$ cat src/rtl/riscv.sv
// Minimal RISC-V definitions needed by the L2 TLB sequencer (Sv39 layout).
package riscv;

    localparam int unsigned VLEN = 39;

    typedef struct packed {
        logic [9:0]  reserved;
        logic [43:0] ppn;
        logic [1:0]  rsw;
        logic        d;
        logic        a;
        logic        g;
        logic        u;
        logic        x;
        logic        w;
        logic        r;
        logic        v;
    } pte_t;

endpackage

$ cat src/rtl/ariane_pkg.sv
// TLB refill record shared by the L1 TLB, L2 TLB and page-table walker.
package ariane_pkg;

    localparam int unsigned ASID_WIDTH = 1;

    typedef struct packed {
        logic                  valid;
        logic                  is_2M;
        logic                  is_1G;
        logic [26:0]           vpn;
        logic [ASID_WIDTH-1:0] asid;
        riscv::pte_t           content;
    } tlb_update_t;

endpackage

$ cat src/rtl/tlb_l2_ctrl.sv
// Sequencer between the L1 TLB miss path, the hash-rehash L2 TLB and the PTW.
// One miss in flight: L2 lookup, then L1 refill on hit or walk + L1/L2 refill on miss.
module tlb_l2_ctrl #(
    parameter int unsigned ASID_WIDTH  = 1,
    parameter int unsigned PTW_TIMEOUT = 256,
    parameter int unsigned CNT_WIDTH   = 16
) (
    input  logic                     clk_i,
    input  logic                     rst_ni,
    input  logic                     flush_i,
    input  logic                     req_valid_i,
    output logic                     req_ready_o,
    input  logic [ASID_WIDTH-1:0]    req_asid_i,
    input  logic [riscv::VLEN-1:0]   req_vaddr_i,
    output logic                     l2_access_o,
    output logic [ASID_WIDTH-1:0]    l2_asid_o,
    output logic [riscv::VLEN-1:0]   l2_vaddr_o,
    input  logic                     l2_hit_i,
    input  logic                     l2_is_2M_i,
    input  logic                     l2_is_1G_i,
    input  logic                     l2_all_checked_i,
    input  riscv::pte_t              l2_content_i,
    output ariane_pkg::tlb_update_t  l2_update_o,
    output ariane_pkg::tlb_update_t  l1_update_o,
    output logic                     ptw_req_o,
    output logic [ASID_WIDTH-1:0]    ptw_asid_o,
    output logic [riscv::VLEN-1:0]   ptw_vaddr_o,
    input  ariane_pkg::tlb_update_t  ptw_update_i,
    input  logic                     ptw_error_i,
    output logic                     resp_error_o,
    output logic [CNT_WIDTH-1:0]     hit_cnt_o,
    output logic [CNT_WIDTH-1:0]     miss_cnt_o
);

    localparam int unsigned TMO_W = (PTW_TIMEOUT > 1) ? $clog2(PTW_TIMEOUT) : 1;

    typedef enum logic [2:0] {
        IDLE,
        LOOKUP,
        PTW_WAIT,
        REFILL,
        DRAIN
    } state_e;

    state_e                  state_q, state_d;
    logic [ASID_WIDTH-1:0]   asid_q, asid_d;
    logic [riscv::VLEN-1:0]  vaddr_q, vaddr_d;
    ariane_pkg::tlb_update_t upd_q, upd_d;
    logic                    src_ptw_q, src_ptw_d;
    logic                    err_q, err_d;
    logic                    flush_seen_q, flush_seen_d;
    logic [TMO_W-1:0]        tmo_q, tmo_d;
    logic [CNT_WIDTH-1:0]    hit_cnt_q, hit_cnt_d;
    logic [CNT_WIDTH-1:0]    miss_cnt_q, miss_cnt_d;

    assign l2_asid_o  = asid_q;
    assign l2_vaddr_o = vaddr_q;
    assign ptw_asid_o = asid_q;
    assign ptw_vaddr_o = vaddr_q;
    assign hit_cnt_o  = hit_cnt_q;
    assign miss_cnt_o = miss_cnt_q;

    // Next-state, request/response latching and state-decoded outputs
    always_comb begin
        state_d      = state_q;
        asid_d       = asid_q;
        vaddr_d      = vaddr_q;
        upd_d        = upd_q;
        src_ptw_d    = src_ptw_q;
        err_d        = err_q;
        flush_seen_d = flush_seen_q;
        tmo_d        = tmo_q;
        hit_cnt_d    = hit_cnt_q;
        miss_cnt_d   = miss_cnt_q;
        req_ready_o  = 1'b0;
        l2_access_o  = 1'b0;
        ptw_req_o    = 1'b0;
        resp_error_o = 1'b0;
        l1_update_o  = '0;
        l2_update_o  = '0;

        unique case (state_q)
            IDLE: begin
                req_ready_o = !flush_i;
                if (req_valid_i && !flush_i) begin
                    asid_d       = req_asid_i;
                    vaddr_d      = req_vaddr_i;
                    flush_seen_d = 1'b0;
                    state_d      = LOOKUP;
                end
            end
            LOOKUP: begin
                l2_access_o = 1'b1;
                if (flush_i) flush_seen_d = 1'b1;
                // Exit only once every hash is checked so the L2 hash-order counter stays aligned
                if (l2_all_checked_i) begin
                    if (flush_i || flush_seen_q) begin
                        state_d = IDLE;
                    end else if (l2_hit_i) begin
                        upd_d         = '0;
                        upd_d.is_2M   = l2_is_2M_i;
                        upd_d.is_1G   = l2_is_1G_i;
                        upd_d.vpn     = vaddr_q[38:12];
                        upd_d.asid    = asid_q;
                        upd_d.content = l2_content_i;
                        src_ptw_d     = 1'b0;
                        err_d         = 1'b0;
                        if (hit_cnt_q != '1) hit_cnt_d = hit_cnt_q + CNT_WIDTH'(1);
                        state_d       = REFILL;
                    end else begin
                        if (miss_cnt_q != '1) miss_cnt_d = miss_cnt_q + CNT_WIDTH'(1);
                        tmo_d   = '0;
                        err_d   = 1'b0;
                        state_d = PTW_WAIT;
                    end
                end
            end
            PTW_WAIT: begin
                ptw_req_o = 1'b1;
                tmo_d     = tmo_q + TMO_W'(1);
                if (flush_i) begin
                    state_d = DRAIN;
                end else if (ptw_error_i) begin
                    err_d   = 1'b1;
                    state_d = REFILL;
                end else if (ptw_update_i.valid && (ptw_update_i.vpn == vaddr_q[38:12])) begin
                    upd_d       = ptw_update_i;
                    upd_d.valid = 1'b0;
                    src_ptw_d   = 1'b1;
                    state_d     = REFILL;
                end else if (tmo_q == TMO_W'(PTW_TIMEOUT - 1)) begin
                    err_d   = 1'b1;
                    state_d = REFILL;
                end
            end
            DRAIN: begin
                if (ptw_update_i.valid || ptw_error_i) state_d = IDLE;
            end
            REFILL: begin
                state_d = IDLE;
                if (!flush_i) begin
                    if (err_q) begin
                        resp_error_o = 1'b1;
                    end else begin
                        l1_update_o       = upd_q;
                        l1_update_o.valid = 1'b1;
                        if (src_ptw_q) begin
                            l2_update_o       = upd_q;
                            l2_update_o.valid = 1'b1;
                        end
                    end
                end
            end
            default: state_d = IDLE;
        endcase
    end

    // State and datapath registers
    always_ff @(posedge clk_i or negedge rst_ni) begin
        if (!rst_ni) begin
            state_q      <= IDLE;
            asid_q       <= '0;
            vaddr_q      <= '0;
            upd_q        <= '0;
            src_ptw_q    <= 1'b0;
            err_q        <= 1'b0;
            flush_seen_q <= 1'b0;
            tmo_q        <= '0;
            hit_cnt_q    <= '0;
            miss_cnt_q   <= '0;
        end else begin
            state_q      <= state_d;
            asid_q       <= asid_d;
            vaddr_q      <= vaddr_d;
            upd_q        <= upd_d;
            src_ptw_q    <= src_ptw_d;
            err_q        <= err_d;
            flush_seen_q <= flush_seen_d;
            tmo_q        <= tmo_d;
            hit_cnt_q    <= hit_cnt_d;
            miss_cnt_q   <= miss_cnt_d;
        end
    end

endmodule

$ cat config.mk
export PLATFORM = sky130hd
export DESIGN_NAME = tlb_l2_ctrl
export DESIGN_NICKNAME = d
export VERILOG_FILES = /design/src/rtl/riscv.sv /design/src/rtl/ariane_pkg.sv /design/src/rtl/tlb_l2_ctrl.sv
export SDC_FILE = /design/constraint.sdc
export NUM_CORES = 1
export LEC_CHECK = 0
export BUFFER_PORTS_ARGS = -buffer_cell sky130_fd_sc_hd__buf_2
export CAP_MARGIN = 0
export CELL_PAD_IN_SITES_DETAIL_PLACEMENT = 0
export CELL_PAD_IN_SITES_GLOBAL_PLACEMENT = 1
export CORE_AREA = 2 2 202 204
export CTS_BUF_LIST = sky130_fd_sc_hd__clkbuf_4
export DETAILED_ROUTE_END_ITERATION = 12
export DIE_AREA = 0 0 204 206
export PLACE_DENSITY_LB_ADDON = 0.1
export SETUP_SLACK_MARGIN = 0.02
export SLEW_MARGIN = 30
export SYNTH_ARGS = -nofsm -noshare
export SYNTH_HDL_FRONTEND = slang
export SYNTH_SLANG_ARGS = --single-unit
$ cat constraint.sdc
create_clock -name clk_i -period 6.3 [get_ports clk_i]
set_clock_uncertainty 0.05 [all_clocks]
set_input_delay 0.63 -clock clk_i [delete_from_list [all_inputs] [get_ports clk_i]]
set_output_delay 0.63 -clock clk_i [all_outputs]
set_load 0.02 [all_outputs]
=== Word level (Yosys, flattened, before mapping) ===
Cells that the tools add are included.

* Output and inout port bits: 306
* Latch bits: 0
* Memories kept: 0
* Bits in registers: 180
* Memory bits (writable): 0
* Memory bits (read-only): 0
* Input port bits: 208

* Shift-type cells: 0
* Eq/ne operators: 21
* Bitwise logic cells: 2
* Multiply operators: 0
* Mux-type cells: 51
* Magnitude comparators: 0
* Reductions and logical operators: 16
* Divide/modulo/power cells: 0
* Add/subtract/negate cells: 3

{| class="wikitable"
|+ Operators by type and width
! cell !! number
|-
| $mux 95 || 7
|-
| $mux 94 || 6
|-
| $pmux 94 s2 || 1
|-
| $add 16x1->16 const B || 2
|-
| $ne 16x16->1 const B || 2
|-
| $eq 27x27->1 || 1
|-
| $mux 8 || 3
|-
| $mux 1 || 21
|-
| $mux 3 || 7
|-
| $ne 2x2->1 const B || 10
|-
| $pmux 8 s2 || 1
|-
| $pmux 3 s4 || 1
|-
| $reduce_and 5->1 || 2
|-
| $add 8x1->8 const B || 1
|-
| $eq 8x8->1 const B || 1
|-
| $reduce_and 4->1 || 2
|-
| $reduce_and 7->1 || 1
|-
| $eq 3x2->1 const B || 2
|-
| $ne 3x3->1 const B || 2
|-
| $pmux 1 s2 || 3
|-
| $reduce_and 6->1 || 1
|-
| $ne 5x5->1 const B || 1
|-
| $reduce_bool 2->1 || 2
|-
| $eq 3x1->1 const B || 1
|-
| 9 further kinds || 12
|}

=== Longest topological paths before layout ===
* Word-level depth: 6
* Mapped depth: 9
* Mapped depth without buffers: 7

=== Worst setup path before layout ===
No wires, ideal clock.

* Path type: input-to-output
* From: in flush_i
* To: out l2_update_o[80] (netlist bit)
* Slack: 3.665 ns
* Stages on the path: 6
* Required time: 5.620 ns
* Path buffers: 2
* Data arrival time: 1.955 ns
* Cell sequence: nor2_1 -> nand3_1 -> nor2_1 -> clkbuf_1 -> clkbuf_1 -> and3_1

{| class="wikitable"
|+ RTL lines
! item !! RTL line !! source
|-
| from (decl) || tlb_l2_ctrl.sv:10 || <nowiki>input logic flush_i,</nowiki>
|-
| to (decl) || tlb_l2_ctrl.sv:23 || <nowiki>output ariane_pkg::tlb_update_t l2_update_o,</nowiki>
|}

=== Worst setup path in the final report ===
* From: reg state_q[0]
* To: out ptw_req_o

* Word-level cells in the longest chain between the ends: 2

{| class="wikitable"
|+ Ends and longest elaborated chain
! item !! RTL line !! source
|-
| from (decl) || tlb_l2_ctrl.sv:45 || <nowiki>state_e state_q, state_d;</nowiki>
|-
| from (signal assigned) || tlb_l2_ctrl.sv:172 || <nowiki>state_q <= state_d;</nowiki>
|-
| $eq 3x2->1 || tlb_l2_ctrl.sv:82 || <nowiki>unique case (state_q)</nowiki>
|-
| $mux 1 || tlb_l2_ctrl.sv:82 ||
|-
| to (decl) || tlb_l2_ctrl.sv:25 || <nowiki>output logic ptw_req_o,</nowiki>
|}

Every way passes these cells.

==> flow_summary.yaml <==
min_path:
  min_delay_path_depth: 2
  hp-class: "primary input to flip-flop"
detailed_routing:
  wl_met1_mm: 16.70
  drcViolationCount: 0
  top_layer: "met5"
  drt-initial-drc-count: 356
  drtPass1Iterations: 4
  wirelength_mm: 39.66
  final_antenna_net_count: 0
  vias_per_cell: 4.374
  wire_per_inst_um: 18.99
  num_vias: 9133
  wl_met2_mm: 19.66
  dr_wl_met3_mm: 2.819
die:
  fp.dieArea_mm2: 0.04202
  die_h_um: 206
  core_area_mm2: 0.04018
  ios: 514
  rows: 74
  die_x_um: 204
  initial_core_util_pct: 25.44
synthesis:
  synth.top_cell.area_share_pct: 44.06
  synth_area_leaders: "dfrtp_1 (44%), nand2_1 (11%), mux2_2 (8.3%)"
  synth-edff-count: 0
  yosysUniqueCellTypes: 43
  synth_ff_type: "dfrtp_1"
  synth_top_area_cell: "dfrtp_1"
  yosys_register_bits: 180
  synthCells: 1101
  synth_area_mm2: 0.01022
  syn-num-nets: 1312
  async_reset_ff_share_pct: 100.0
  seq_area_frac_synth_pct: 44.06
  ys_warn_count: 0
  syn_area_per_cell_um2: 9.285
critical_path:
  worst-path-buf-inv: 3
  slowest_delay_ps: 690
  worstSetupPathType: "flip-flop to primary output"
  cp_cell_sequence: "or3b_4, inv_4, buf_4, buf_2"
  critPathMaxFanout: 56
  r2r_cells: 6
  cp-end-kind: "primary output"
  crit_family: "buffers and inverters"
  crit_required_ps: 5620
  arrival_ps: 3430
  worstSetupStartpointType: "flip-flop"
  cp_slowest_cell: "or3b_4"
  cp_num_cells: 4
final_layout:
  drive_gt1_share_pct: 41.10
  final_cell_mix: "buf_2 (512), nand2_1 (309), dfrtp_1 (179), and3_1 (99), and2_1 (95)"
  post-route-util_pct: 33.00
  fin_nets: 1748
  final_area_mm2: 0.01326
  fin_cells: 2088
  layout_commonest_cell: "buf_2"
  syn_to_final_growth_pct: 29.72
grt:
  grt_antenna_before_repair: 10
  grt_overflow: 0
  grt_max_degree: 131
  grt_pass1_vias: 8703
  grt_pass1_wl_mm: 57.50
  grt.total_usage_pct: 18.41
flow_run:
  max_cap_viol_count: 0
timing:
  finalCriticalPeriod_ps: 4112
  setup_viol_count_final: 0
  fin_tns_setup_ps: 0
  period_share_pct: 65.27
  fin_ws_ps: 2188
  worst_pin_slew_ps: 874.6
  drv_slew: 0
  relSlewSlack_pct: 41.70
  fmax_ghz: 0.2432
  hold_viol: 0
  grt_setup_unrepaired: "false"
cts:
  htree_num_levels: 4
  clk_latency_ps: 630
  cts_tree: "yes"
  cts_buffer_depth: 2
  cts_buffers: 17
  clkTransAtPathRegs_ps: 180
  cts-root-buf: "clkbuf_4"
  cts_sinks: 180
pwr:
  power.leakage_uw: 0.007637
  max-vdd-ir-drop_mv: 0.1641
  p_per_area_mw_per_mm2: 342.8
place:
  dp.cells: 2048
  place_hpwl_mm: 29.66
  dpl_worst_slack_ps: 2781
  port_buffers: 513
  gp_congestion: 0.7747
  placed_cell_area_mm2: 0.01293
status:
  outcome: "finished clean"
-- worst paths after layout --
path / from / to / slack, ps
setup / recovery: state_q[0] / ptw_req_o / 2190
hold / removal: l2_all_checked_i / state_q[0] / 160
setup reg to reg: state_q[0] / tmo_q[5] / 2830
hold reg to reg: hit_cnt_o[14] / hit_cnt_o[14] / 460
max in group asynchronous: rst_ni / l2_vaddr_o[32] / 4460
min in group asynchronous: rst_ni / upd_q[72] / 390
-- metal layers --
layer  track usage (%)  vias to the layer above
li1                  -                     4459
met5                 0                        -
met4             4.063                        6
met2             31.67                      271
met1             22.76                     4366
met3             5.440                       31
-- report_power, final --
part | switching (µW) | internal (µW)
Sequential | 476 | 1620
Clock | 446 | 237
Combinational | 1000 | 759
Total | 1930 | 2620
-- sequential cells by signal, summed over array words and instances (netlist names) --
signal / cells
err_q: 1
flush_seen_q: 1
hit_cnt_o: 16
l2_asid_o: 1
l2_vaddr_o: 39
miss_cnt_o: 16
src_ptw_q: 1
state_q: 3
tmo_q: 8
upd_q: 94
-- layout make-up --
| type | instances | area [µm²] |
|---|---|---|
| Antenna cell | 6 | 15.01 |
| Fill cell | 4403 | 26920 |
| Tap cell | 532 | 665.6 |
| Inverter | 10 | 40.04 |
| Sequential cell | 180 | 4506 |
| Clock inverter | 14 | 136.4 |
| Timing Repair Buffer | 525 | 2693 |
| Clock buffer | 18 | 135.1 |
| Multi-Input combinational cell | 803 | 5070 |
-- synthesized netlist by cell type (2+ instances only) --
cell and instances:
nand3_1 18, a21oi_1 3, nand4_1 11, dfrtp_1 180, mux2_2 75, nor3_1 6, ha_1 3, and2_1 95
or3_1 5, xnor2_1 35, mux2_1 60, buf_4 41, buf_1 4, inv_1 10, nor2_1 25, clkbuf_1 47
o21ai_0 8, and3_1 99, xor2_1 26, buf_6 7, buf_2 9, nor4_1 3, nand2_1 310, nor3_2 2
-- worst reg2reg max path: cells and delay by family (launching register included) --
kind / cells / cell delay, ps
buffers and inverters: 2 / 1320
and+or+nand+nor: 2 / 1070
DFF: 1 / 490
AOI/OAI and AO/OA: 2 / 480
-- cells by family (layout without fill, tap and decap cells) --
kind of cell / Yosys count / after routing / synth area share (%)
flip-flops: 180 / 180 / 44.06
buffers and inverters: 118 / 567 / 6.463
AO/OA/AOI/OAI: 23 / 23 / 1.506
multiplexers: 135 / 135 / 14.87
adder cells (fa/ha/maj): 3 / 3 / 0.3672
AND/OR/NAND/NOR: 581 / 581 / 27.50
XOR/XNOR: 61 / 61 / 5.226
other: 0 / 6 / 0
-- timing repair --
| item | 4_1_cts | 5_1_grt |
|---|---|---|
| hold endpoints to repair | 0 | 26 |
| resized for setup | 0 | 0 |
| hold buffers | 0 | 1 |
| setup buffers | 0 | 0 |
-- through the flow --
stage,hold slack [ps],total power (µW)
floorplan,284.4,3334
global placement,425.9,3892
detailed placement,436.1,3927
CTS,3.678,4637
global route,101.2,4918
finish,157.5,4546
No activity file was read; power rests on OpenSTA's default activity.
